File: src/rtl/vdp_affine_pkg.sv
// Shared types for the affine background layers: out-of-bounds modes, FSM states,
// the captured transform set and the accumulator width rule.
package vdp_affine_pkg;

    typedef enum logic [1:0] {
        OOB_TRANSPARENT = 2'd0,
        OOB_WRAP        = 2'd1,
        OOB_PLACEHOLDER = 2'd2,
        OOB_RESERVED    = 2'd3
    } oob_mode_e;

    typedef enum logic [1:0] {
        IDLE  = 2'd0,
        SETUP = 2'd1,
        RUN   = 2'd2
    } state_e;

    typedef struct packed {
        logic signed [15:0] ptx, pty, tx, ty, a, b, c, d;
        oob_mode_e          oob;
        logic [7:0]         ph;
    } xform_t;

    // 16-bit integer part, FRAC_BITS fraction, two guard bits for the sums
    function automatic int acc_width(input int frac_bits);
        return 16 + frac_bits + 2;
    endfunction

endpackage

File: src/rtl/vdp_affine_scanline_if.sv
// Even (map) / odd (char) VRAM read ports shared by the affine layers.
interface vdp_affine_scanline_if;
    logic [13:0] vram_even_address;
    logic [15:0] vram_even_data;
    logic [13:0] vram_odd_address;
    logic [15:0] vram_odd_data;

    modport master(output vram_even_address, vram_odd_address,
                   input  vram_even_data, vram_odd_data);
    modport slave (input  vram_even_address, vram_odd_address,
                   output vram_even_data, vram_odd_data);
endinterface

File: src/rtl/delay_ff.sv
// Fixed-depth register delay line used for all VRAM-latency alignment.
module delay_ff #(
    parameter int WIDTH = 1,
    parameter int DEPTH = 1
) (
    input  logic             clk,
    input  logic             reset,
    input  logic [WIDTH-1:0] d,
    output logic [WIDTH-1:0] q
);
    logic [DEPTH-1:0][WIDTH-1:0] pipe;

    always_ff @(posedge clk or posedge reset) begin
        if (reset) begin
            pipe <= '0;
        end else begin
            pipe[0] <= d;
            for (int i = 1; i < DEPTH; i++) pipe[i] <= pipe[i-1];
        end
    end

    assign q = pipe[DEPTH-1];
endmodule

File: src/rtl/vdp_affine_fetch.sv
// Two-stage map -> char fetch: map word on the even port, char pixel word on the
// odd port, byte selects carried alongside the VRAM latency; registered pixel out.
module vdp_affine_fetch #(
    parameter int LAT = 3
) (
    input  logic        clk,
    input  logic        reset,
    input  logic        issue,
    input  logic [13:0] map_word,
    input  logic        map_sel,
    input  logic [2:0]  char_y,
    input  logic [2:0]  char_x,
    input  logic        blank,
    input  logic        use_ph,
    input  logic [7:0]  ph_char,
    vdp_affine_scanline_if.master vram,
    output logic [7:0]  pixel,
    output logic        valid
);
    logic [17:0] s1_q;
    logic [2:0]  s2_q;
    logic        s1_vld, s1_sel, s1_blank, s1_ph;
    logic [2:0]  s1_cy, s1_cx;
    logic [7:0]  s1_phc, map_byte, char_id;

    assign vram.vram_even_address = issue ? map_word : '0;

    delay_ff #(.WIDTH(18), .DEPTH(LAT)) u_map_dly (
        .clk(clk), .reset(reset),
        .d({issue, map_sel, char_y, char_x, blank, use_ph, ph_char}),
        .q(s1_q)
    );
    assign {s1_vld, s1_sel, s1_cy, s1_cx, s1_blank, s1_ph, s1_phc} = s1_q;

    // Out-of-bounds substitute char id replaces the map byte, not the char coordinates
    assign map_byte = s1_sel ? vram.vram_even_data[15:8] : vram.vram_even_data[7:0];
    assign char_id  = s1_ph ? s1_phc : map_byte;
    assign vram.vram_odd_address = s1_vld ? {1'b0, char_id, s1_cy, s1_cx[2:1]} : '0;

    delay_ff #(.WIDTH(3), .DEPTH(LAT)) u_chr_dly (
        .clk(clk), .reset(reset),
        .d({s1_vld, s1_blank, s1_cx[0]}),
        .q(s2_q)
    );

    always_ff @(posedge clk or posedge reset) begin
        if (reset) begin
            pixel <= '0;
            valid <= 1'b0;
        end else begin
            valid <= s2_q[2];
            if (s2_q[2] && !s2_q[1])
                pixel <= s2_q[0] ? vram.vram_odd_data[15:8] : vram.vram_odd_data[7:0];
            else
                pixel <= '0;
        end
    end
endmodule

File: src/rtl/vdp_affine_scanline.sv
// Affine background layer: per-line origin via multipliers, per-pixel accumulator step.
// Optional VDP_AFFINE_MOSAIC_EN adds mosaic_size (hold sampled coordinate N+1 pixels).
module vdp_affine_scanline
    import vdp_affine_pkg::*;
#(
    parameter int VRAM_READ_LATENCY = 3,
    parameter int FRAC_BITS         = 10,
    parameter int MAP_SIZE_LOG2     = 7,
    parameter int LINE_PIXELS       = 848
) (
    input  logic               clk,
    input  logic               reset,
    input  logic               line_start,
    input  logic [8:0]         line_y,
    input  logic               params_write,
    input  logic signed [15:0] pretranslate_x,
    input  logic signed [15:0] pretranslate_y,
    input  logic signed [15:0] translate_x,
    input  logic signed [15:0] translate_y,
    input  logic signed [15:0] a,
    input  logic signed [15:0] b,
    input  logic signed [15:0] c,
    input  logic signed [15:0] d,
    input  logic [1:0]         oob_mode,
    input  logic [7:0]         placeholder_char,
`ifdef VDP_AFFINE_MOSAIC_EN
    input  logic [3:0]         mosaic_size,
`endif
    vdp_affine_scanline_if.master vram,
    output logic [7:0]         output_pixel,
    output logic               output_valid,
    output logic               busy
);
    localparam int W  = acc_width(FRAC_BITS);
    localparam int TW = W - FRAC_BITS;
    localparam int PB = MAP_SIZE_LOG2 + 3;
    localparam int CW = $clog2(LINE_PIXELS);
    localparam logic signed [W-1:0] HALF = {{(W-1){1'b0}}, 1'b1} <<< (FRAC_BITS - 1);

    function automatic logic signed [W-1:0] sx(input logic signed [15:0] v);
        return W'(v);
    endfunction

    state_e                state, state_n;
    xform_t                stg, act;
    logic [8:0]            ly;
    logic                  setup_ph, issue;
    logic signed [W-1:0]   p_xa, p_xb, p_yc, p_yd, xacc, yacc, ly_off;
    logic [CW-1:0]         pix_cnt;
    logic [TW-1:0]         xs, ys;
    logic                  oob, blank, use_ph;
    logic [MAP_SIZE_LOG2-1:0] map_x, map_y;

    assign issue  = (state == RUN) && !line_start;
    assign busy   = (state != IDLE);
    assign ly_off = $signed({{(W-9){1'b0}}, ly}) + sx(act.pty);

    always_ff @(posedge clk or posedge reset) begin
        if (reset) state <= IDLE;
        else       state <= state_n;
    end

    always_comb begin
        state_n = state;
        if (line_start) begin
            state_n = SETUP;
        end else begin
            case (state)
                SETUP:   if (setup_ph) state_n = RUN;
                RUN:     if (pix_cnt == CW'(LINE_PIXELS - 1)) state_n = IDLE;
                default: ;
            endcase
        end
    end

    always_ff @(posedge clk or posedge reset) begin
        if (reset) begin
            stg <= '0;  act <= '0;  ly <= '0;  setup_ph <= 1'b0;
            p_xa <= '0; p_xb <= '0; p_yc <= '0; p_yd <= '0;
            xacc <= '0; yacc <= '0; pix_cnt <= '0;
        end else begin
            if (params_write)
                stg <= '{pretranslate_x, pretranslate_y, translate_x, translate_y,
                         a, b, c, d, oob_mode_e'(oob_mode), placeholder_char};
            if (line_start) begin
                act      <= stg;
                ly       <= line_y;
                setup_ph <= 1'b0;
            end else if (state == SETUP) begin
                setup_ph <= 1'b1;
                if (!setup_ph) begin
                    p_xa <= sx(act.ptx) * sx(act.a);
                    p_xb <= ly_off * sx(act.b);
                    p_yc <= sx(act.ptx) * sx(act.c);
                    p_yd <= ly_off * sx(act.d);
                end else begin
                    xacc    <= p_xa + p_xb + (sx(act.tx) <<< FRAC_BITS) + HALF;
                    yacc    <= p_yc + p_yd + (sx(act.ty) <<< FRAC_BITS) + HALF;
                    pix_cnt <= '0;
                end
            end else if (state == RUN) begin
                xacc    <= xacc + sx(act.a);
                yacc    <= yacc + sx(act.c);
                pix_cnt <= pix_cnt + 1'b1;
            end
        end
    end

`ifdef VDP_AFFINE_MOSAIC_EN
    logic [3:0]    mos_stg, mos_act, hold_cnt;
    logic [TW-1:0] hold_x, hold_y;

    assign xs = (hold_cnt == 4'd0) ? xacc[W-1:FRAC_BITS] : hold_x;
    assign ys = (hold_cnt == 4'd0) ? yacc[W-1:FRAC_BITS] : hold_y;

    always_ff @(posedge clk or posedge reset) begin
        if (reset) begin
            mos_stg <= '0; mos_act <= '0; hold_cnt <= '0; hold_x <= '0; hold_y <= '0;
        end else begin
            if (params_write) mos_stg <= mosaic_size;
            if (line_start) mos_act <= mos_stg;
            if (state == SETUP) begin
                hold_cnt <= '0;
            end else if (issue) begin
                if (hold_cnt == 4'd0) begin
                    hold_x <= xacc[W-1:FRAC_BITS];
                    hold_y <= yacc[W-1:FRAC_BITS];
                end
                hold_cnt <= (hold_cnt == mos_act) ? 4'd0 : hold_cnt + 4'd1;
            end
        end
    end
`else
    assign xs = xacc[W-1:FRAC_BITS];
    assign ys = yacc[W-1:FRAC_BITS];
`endif

    // Negative coordinates have the top bit set, so one OR-reduce covers both cases
    assign oob    = (|xs[TW-1:PB]) || (|ys[TW-1:PB]);
    assign blank  = oob && !(act.oob == OOB_WRAP || act.oob == OOB_PLACEHOLDER);
    assign use_ph = oob && (act.oob == OOB_PLACEHOLDER);
    assign map_x  = xs[PB-1:3];
    assign map_y  = ys[PB-1:3];

    vdp_affine_fetch #(.LAT(VRAM_READ_LATENCY)) u_fetch (
        .clk      (clk),
        .reset    (reset),
        .issue    (issue),
        .map_word (14'({map_y, map_x[MAP_SIZE_LOG2-1:1]})),
        .map_sel  (map_x[0]),
        .char_y   (ys[2:0]),
        .char_x   (xs[2:0]),
        .blank    (blank),
        .use_ph   (use_ph),
        .ph_char  (act.ph),
        .vram     (vram),
        .pixel    (output_pixel),
        .valid    (output_valid)
    );
endmodule
File: src/flat_wrapper.sv
// flat-port wrapper written by rule: the top's interface ports become plain ports
module vdp_affine_scanline_flat import vdp_affine_pkg::*;
#(
    parameter int VRAM_READ_LATENCY = 3,
    parameter int FRAC_BITS         = 10,
    parameter int MAP_SIZE_LOG2     = 7,
    parameter int LINE_PIXELS       = 848
)
  (clk, reset, line_start, line_y, params_write, pretranslate_x, pretranslate_y, translate_x, translate_y, a, b, c, d, oob_mode, placeholder_char, output_pixel, output_valid, busy, vram_vram_even_address, vram_vram_odd_address, vram_vram_even_data, vram_vram_odd_data);
  vdp_affine_scanline_if vram_i ();
  input  logic clk;
  input  logic reset;
  input  logic line_start;
  input  logic [8:0] line_y;
  input  logic params_write;
  input  logic signed [15:0] pretranslate_x;
  input  logic signed [15:0] pretranslate_y;
  input  logic signed [15:0] translate_x;
  input  logic signed [15:0] translate_y;
  input  logic signed [15:0] a;
  input  logic signed [15:0] b;
  input  logic signed [15:0] c;
  input  logic signed [15:0] d;
  input  logic [1:0] oob_mode;
  input  logic [7:0] placeholder_char;
  output logic [7:0] output_pixel;
  output logic output_valid;
  output logic busy;
  output wire logic [$bits(vram_i.vram_even_address)-1:0] vram_vram_even_address;
  output wire logic [$bits(vram_i.vram_odd_address)-1:0] vram_vram_odd_address;
  input wire logic [$bits(vram_i.vram_even_data)-1:0] vram_vram_even_data;
  input wire logic [$bits(vram_i.vram_odd_data)-1:0] vram_vram_odd_data;
  assign vram_vram_even_address = vram_i.vram_even_address;
  assign vram_vram_odd_address = vram_i.vram_odd_address;
  assign vram_i.vram_even_data = vram_vram_even_data;
  assign vram_i.vram_odd_data = vram_vram_odd_data;
  vdp_affine_scanline #(.VRAM_READ_LATENCY(VRAM_READ_LATENCY), .FRAC_BITS(FRAC_BITS), .MAP_SIZE_LOG2(MAP_SIZE_LOG2), .LINE_PIXELS(LINE_PIXELS)) u_core (.clk(clk), .reset(reset), .line_start(line_start), .line_y(line_y), .params_write(params_write), .pretranslate_x(pretranslate_x), .pretranslate_y(pretranslate_y), .translate_x(translate_x), .translate_y(translate_y), .a(a), .b(b), .c(c), .d(d), .oob_mode(oob_mode), .placeholder_char(placeholder_char), .vram(vram_i), .output_pixel(output_pixel), .output_valid(output_valid), .busy(busy));
endmodule
File: config.mk
export PLATFORM = sky130hd
export DESIGN_NAME = vdp_affine_scanline_flat
export DESIGN_NICKNAME = d
export VERILOG_FILES = /design/src/rtl/vdp_affine_pkg.sv /design/src/rtl/vdp_affine_scanline_if.sv /design/src/rtl/delay_ff.sv /design/src/rtl/vdp_affine_fetch.sv /design/src/rtl/vdp_affine_scanline.sv /design/src/flat_wrapper.sv
export SDC_FILE = /design/constraint.sdc
export NUM_CORES = 2
export LEC_CHECK = 0
export ABC_AREA = 1
export BUFFER_PORTS_ARGS = -buffer_cell sky130_fd_sc_hd__clkbuf_2
export CAP_MARGIN = 20
export CORE_UTILIZATION = 38
export CTS_BUF_LIST = sky130_fd_sc_hd__clkbuf_16
export CTS_CLUSTER_SIZE = 25
export DETAILED_ROUTE_END_ITERATION = 12
export GPL_TIMING_DRIVEN = 0
export MAX_ROUTING_LAYER = met4
export SETUP_SLACK_MARGIN = 0.2
export SLEW_MARGIN = 20
export SYNTH_ARGS = -nofsm -noshare
export SYNTH_HDL_FRONTEND = slang
export SYNTH_SLANG_ARGS = --single-unit
File: constraint.sdc
create_clock -name clk -period 15.05 [get_ports clk]
set_input_delay 0.7525 -clock clk [delete_from_list [all_inputs] [get_ports clk]]
set_output_delay 0.7525 -clock clk [all_outputs]
set_load 0.05 [all_outputs]
After elaboration in Yosys (flattened, before gate mapping)
Index checks and enable logic that the tools add are counted.
{"block": "word_totals", "ff_bits": 538, "latch_bits": 0, "ram_bits": 0, "rom_bits": 0, "inputBits": 183, "out_inout_bits": 38, "word_cells": 101, "memories": 0}
{"block": "classes", "n_addsub": 10, "n_mul": 4, "div": 0, "n_lt_le_gt_ge": 0, "eq_ne": 8, "shift": 0, "n_mux": 21, "n_bitwise": 2, "reduce_logical": 18}
{"operator": "28-bit two-way mux", "count": 6}
{"operator": "28-bit by 11-bit adder with 28-bit output, second input constant", "count": 2}
{"operator": "28-bit by 16-bit adder with 28-bit output", "count": 2}
{"operator": "28-bit by 26-bit adder with 28-bit output", "count": 2}
{"operator": "28-bit adder", "count": 2}
{"operator": "16-bit by 16-bit multiplier with 28-bit output", "count": 2}
{"operator": "17-bit by 16-bit multiplier with 28-bit output", "count": 2}
{"operator": "8-bit two-way mux", "count": 4}
{"operator": "10-bit two-way mux", "count": 3}
{"operator": "13-bit two-way mux", "count": 2}
{"operator": "10-bit by 16-bit adder with 17-bit output", "count": 1}
{"operator": "8-bit OR reduction", "count": 2}
{"operator": "10-bit by 1-bit adder with 10-bit output, second input constant", "count": 1}
{"operator": "10-bit == test, second input constant", "count": 1}
{"operator": "3-bit AND reduction", "count": 3}
{"operator": "2-bit two-way mux", "count": 3}
{"operator": "2-bit nonzero test", "count": 3}
{"operator": "2-bit by 1-bit == test with 1-bit output, second input constant", "count": 2}
{"operator": "2-bit == test, second input constant", "count": 2}
{"operator": "1-bit logical AND", "count": 4}
{"operator": "2-bit one-hot mux with 2 select lines", "count": 1}
{"operator": "1-bit zero test", "count": 3}
{"operator": "3-bit by 2-bit != test with 1-bit output, second input constant", "count": 1}
{"operator": "3-bit != test, second input constant", "count": 1}
{"operator": "other kinds (5)", "count": 8}

Depth between registers and ports, before layout
{"block": "depth", "ltp_word": 5, "depth_mapped": 39, "depth_no_buf": 38}

By module
Synthesis repeated with hierarchy kept, for this count alone.
{"block": "unflattened", "hier_cells": 7752, "area_unflattened_um2": 63390.8}
{"module": "vdp_affine_scanline", "instances": 1, "cells_per_inst": 7526, "area_per_inst_um2": 60847.1, "seq_area_each_um2": 11661.2}
{"module": "delay_ff (u_core.u_fetch.u_map_dly)", "instances": 1, "cells_per_inst": 73, "area_per_inst_um2": 1490.2, "seq_area_each_um2": 1351.3}
{"module": "vdp_affine_fetch", "instances": 1, "cells_per_inst": 140, "area_per_inst_um2": 802.0, "seq_area_each_um2": 225.2}
{"module": "delay_ff (u_core.u_fetch.u_chr_dly)", "instances": 1, "cells_per_inst": 13, "area_per_inst_um2": 251.5, "seq_area_each_um2": 225.2}

Least setup slack after synthesis
Ideal clock, no wire load.
{"block": "synth_timing", "kind": "flip-flop to flip-flop", "start": "register u_core.ly[0]", "end": "register u_core.p_yd[26]", "setup_time_ns": 0.118, "arrival_time_ns": 6.594, "required_ns": 14.932, "slack_ns": 8.339, "path_stages_with_launch": 36, "n_path_buf": 1, "synth_period_minus_slack_ns": 6.711, "path_cell_list": "dfrtp_1 -> ha_1 -> inv_1 -> fa_1 -> inv_1 -> nand3_1 -> nand2_1 -> a21oi_1 -> nor2_1 -> o21ai_0 -> or2_1 -> nand2_1 -> buf_2 -> nor2_1 -> fa_1 -> inv_1 -> fa_1 -> fa_1 -> inv_1 -> fa_1 -> fa_1 -> inv_1 -> fa_1 -> inv_1 -> ha_1 -> nand2_1 -> nor2_1 -> inv_1 -> nor2_1 -> nand4_1 -> nand3_1 -> nand2_1 -> o31ai_1 -> o21ai_0 -> a21oi_1 -> nor2_1"}
{"block": "synth_via", "elab_chain_len": 2}
{"element": "start: declaration", "line_no": "vdp_affine_scanline.sv:46", "text": "logic [8:0] ly;"}
{"element": "start signal: assignment", "line_no": "vdp_affine_scanline.sv:87", "text": "ly <= line_y;"}
{"element": "10-bit by 16-bit adder with 17-bit output", "line_no": "vdp_affine_scanline.sv:56", "text": "assign ly_off = $signed({{(W-9){1'b0}}, ly}) + sx(act.pty);"}
{"element": "17-bit by 16-bit multiplier with 28-bit output", "line_no": "vdp_affine_scanline.sv:95", "text": "p_yd <= ly_off * sx(act.d);"}
{"element": "end signal: assignment", "line_no": "vdp_affine_scanline.sv:95"}
{"element": "end: declaration", "line_no": "vdp_affine_scanline.sv:48", "text": "logic signed [W-1:0] p_xa, p_xb, p_yc, p_yd, xacc, yacc, ly_off;"}
No other way between the ends.
A chain may end at the register's enable or synchronous reset.

Worst setup path in the final report
{"block": "layout_timing", "start": "register u_core.act[106] (netlist name)", "end": "register u_core.p_yd[26]"}
{"block": "layout_via", "elab_chain_len": 2}
{"element": "start: declaration", "line_no": "vdp_affine_scanline.sv:45", "text": "xform_t stg, act;"}
{"element": "start signal: assignment", "line_no": "vdp_affine_scanline.sv:86", "text": "act <= stg;"}
{"element": "10-bit by 16-bit adder with 17-bit output", "line_no": "vdp_affine_scanline.sv:56"}
{"element": "17-bit by 16-bit multiplier with 28-bit output", "line_no": "vdp_affine_scanline.sv:95"}
No other way between the ends.

==> impl_results.md <==
* Status: finished with violations
* Failing checks: design-rule violations
* ANT nets after route at 0
* Largest net degree at the start of global routing at 37
* Worst Path Buf+Inv at 9
* Die area at 0.168 mm2
* I/O pins at 221
* Fraction of registers with async set/reset at 100%
* Mapped Avg Cell Area at 8.21 um2
* Commonest non-fill, non-tap cells in the layout: nand2_1, inv_1, fa_1, dfrtp_1, nor2_1
* Drt pass-1 iters at 12
* CTS Buffer Depth at 3
* Residual DRC at 25
* Crit Path Class: reg -> reg
* Syn Std Cell Area at 0.0633 mm2
* CP required at 15.60 ns
* Detailed placer's ending HPWL at 187 mm
* FF+latch count, synth at 538
* Primary FF master, synth: dfrtp_1
* Total track usage at 27.6%
* Grt ovf at 0
* # nets final at 9,619
* H-tree depth at 3
* Critical Path Sink Type: flip-flop
* Total wire length at 223 mm
* CP max FO at 10
* Max-slew violation count at 0
* Worst slew pin tran at 1.16 ns
* Clk_lat worst skew at 0.73 ns
* # resized after CTS at 0
* TritonCTS Buffers at 70
* Initial Util at 38.3%
* Port Buffers at 217
* RSZ-0062 raised after global routing: false
* Layout area overhead at 10.4%
* WP data arrival at 9.61 ns
* CP peak stage delay at 0.73 ns
* DR vias/cell at 5.09
* Worst Hold Class: in -> reg
* F_max at 110 MHz
* CORE AREA at 0.165 mm2
* Max_slew headroom at 22.5%
* Worst path slowest cell: clkbuf_1
* Initial antenna violation count at 11
* Die Ht at 410 um
* Share of Yosys cell area claimed by the top area cell type at 30.5%
* Clock sink count at 538
* Largest area contributor in the netlist: fa_1
* CP startpoint kind: flip-flop
* Die Wd at 410 um
* Largest cells by area after synthesis: fa_1, dfrtp_1, nand2_1, inv_1, ha_1
* Final min period at 9.05 ns
* Most common cell after layout, fill and taps aside: nand2_1
* First-pass GRT wire length at 334 mm
* Tcrit/Tclk final at 60.2%
* Cells after synthesis at 7,710
* Post-synth EDFFs at 0
* Gpl congestion at 0.987
* Distinct cells, synth at 61
* Cell Rows at 149
* Clock root buffer master: clkbuf_16
* Final setup viols at 0
* Vias in the first global route at 53.2k
* Post-synthesis sequential area ratio at 21.3%
* Setup TNS at 0 ns
* Clock skew at 0.0567 ns
* Via Count at 52.2k
* Final hold vios at 0
* Initial DRC count at 4,366
* Clk slew on worst S/H paths at 0.06 ns
* CTS tree: built
* Crit path top cell by count: inv_1
* CP top delay family: adder cells
* Yosys Warn Count at 0
* Max_cap viols at 0
* Routed WL per cell at 21.7 um
* Share of cells above drive strength 1 at 6.60%
per-stage QoR:
step	util (%)	instance area (um2)	worst slack, ns	hold slack (ns)	instances
after CTS	42.3	69900	6.17	0.192	10300
after detailed placement	40.9	67600	6.19	0.335	10100
after floorplan	-	63300	6.98	0.331	7711
final	42.3	69900	6.00	0.250	10300
after global placement	40.6	67100	3.22	0.332	10100
after global routing	42.3	69900	5.62	0.228	10300
final cells by class:
type | count | area [um2]
clock inverter | 57 | 514
multi-input combinational | 5114 | 42100
inverter | 1767 | 6640
sequential | 538 | 13500
timing repair buffer | 240 | 1550
fill | 17000 | 95300
antenna | 4 | 10.0
buffer | 292 | 1160
tap | 2189 | 2740
clock buffer | 70 | 1750
timing repair:
item / in CTS / in global routing
hold buffers: 1 / 0
hold endpoints to repair: 7 / 0
setup buffers: 0 / 0
final timing paths:
check | from | end | slack [ns] | cells past startpoint
max | u_core.act[106]$_DFFE_PP0P_ | u_core.p_yd[26]$_DFFE_PP0P_ | 6.00 | 34
min | c[8] | u_core.stg[34]$_DFFE_PP0P_ | 0.25 | 3
max reg2reg | u_core.act[106]$_DFFE_PP0P_ | u_core.p_yd[26]$_DFFE_PP0P_ | 6.00 | 34
min reg2reg | u_core.u_fetch.u_map_dly.pipe[33]$_DFF_PP0_ | u_core.u_fetch.u_map_dly.q[15]$_DFF_PP0_ | 0.34 | 0
max in group asynchronous | reset | u_core.act[117]$_DFFE_PP0P_ | 12.55 | 10
min in group asynchronous | reset | u_core.xacc[18]$_DFFE_PP0P_ | 0.57 | 3
logic make-up after synthesis:
logic type	synth area share [%]
other cells	0.00592
xor+xnor	1.64
compound gates	8.12
flops	21.3
simple gates	16.2
fa+ha+maj	39.3
buf+inv	12.3
mux	1.17
flip-flops by register name (all words and copies together) (netlist names):
| register | cells |
|---|---|
| u_core.act | 138 |
| u_core.ly | 9 |
| u_core.u_fetch.u_chr_dly.q | 3 |
| u_core.u_fetch.u_map_dly.pipe | 36 |
| u_core.u_fetch.pixel | 8 |
| u_core.p_xa | 28 |
| u_core.xacc | 28 |
| u_core.setup_ph | 1 |
| u_core.state | 2 |
| u_core.u_fetch.u_chr_dly.pipe | 6 |
| u_core.u_fetch.valid | 1 |
| u_core.stg | 138 |
| u_core.u_fetch.u_map_dly.q | 18 |
| u_core.p_yd | 28 |
| u_core.p_yc | 28 |
| u_core.yacc | 28 |
| u_core.p_xb | 28 |
| u_core.pix_cnt | 10 |
cells in the mapped netlist (5+ instances only):
library cell	count
nand3b_1	10
o21a_1	5
nor2_1	504
a21oi_1	320
xnor2_1	55
inv_1	1748
nor3_1	32
a211oi_1	7
o21bai_1	17
or2_2	41
a21o_1	14
nor4_1	7
mux2_2	65
ha_1	450
nand2_1	1788
o31ai_1	16
o21ai_0	426
o21ai_1	17
nand3_2	11
clkbuf_1	252
a21boi_0	8
a31oi_1	86
buf_1	9
fa_1	963
nand3_1	124
xor2_1	62
inv_2	9
buf_2	24
clkinv_1	10
dfrtp_1	538
nand2_2	8
buf_4	5
a221oi_1	6
nand4_1	23
tightest hold or removal path, cell delays in order:
cell and delay, ns:
clkbuf_2 0.08, nand2_1 0.04, o21ai_0 0.06
per-layer routing:
metal,share of wire [%],routed length [um],global-route usage [%],vias to the layer above
met4,3.8,8460,9.56,0
met2,45,100000,42.3,1941
met5,0,0,-,-
li1,-,-,-,23800
met3,7.8,17300,4.80,373
met1,43,96300,36.8,26200
Power is not shown: default switching activity piles up to over one toggle a cycle in this logic, so the estimate is an artifact.
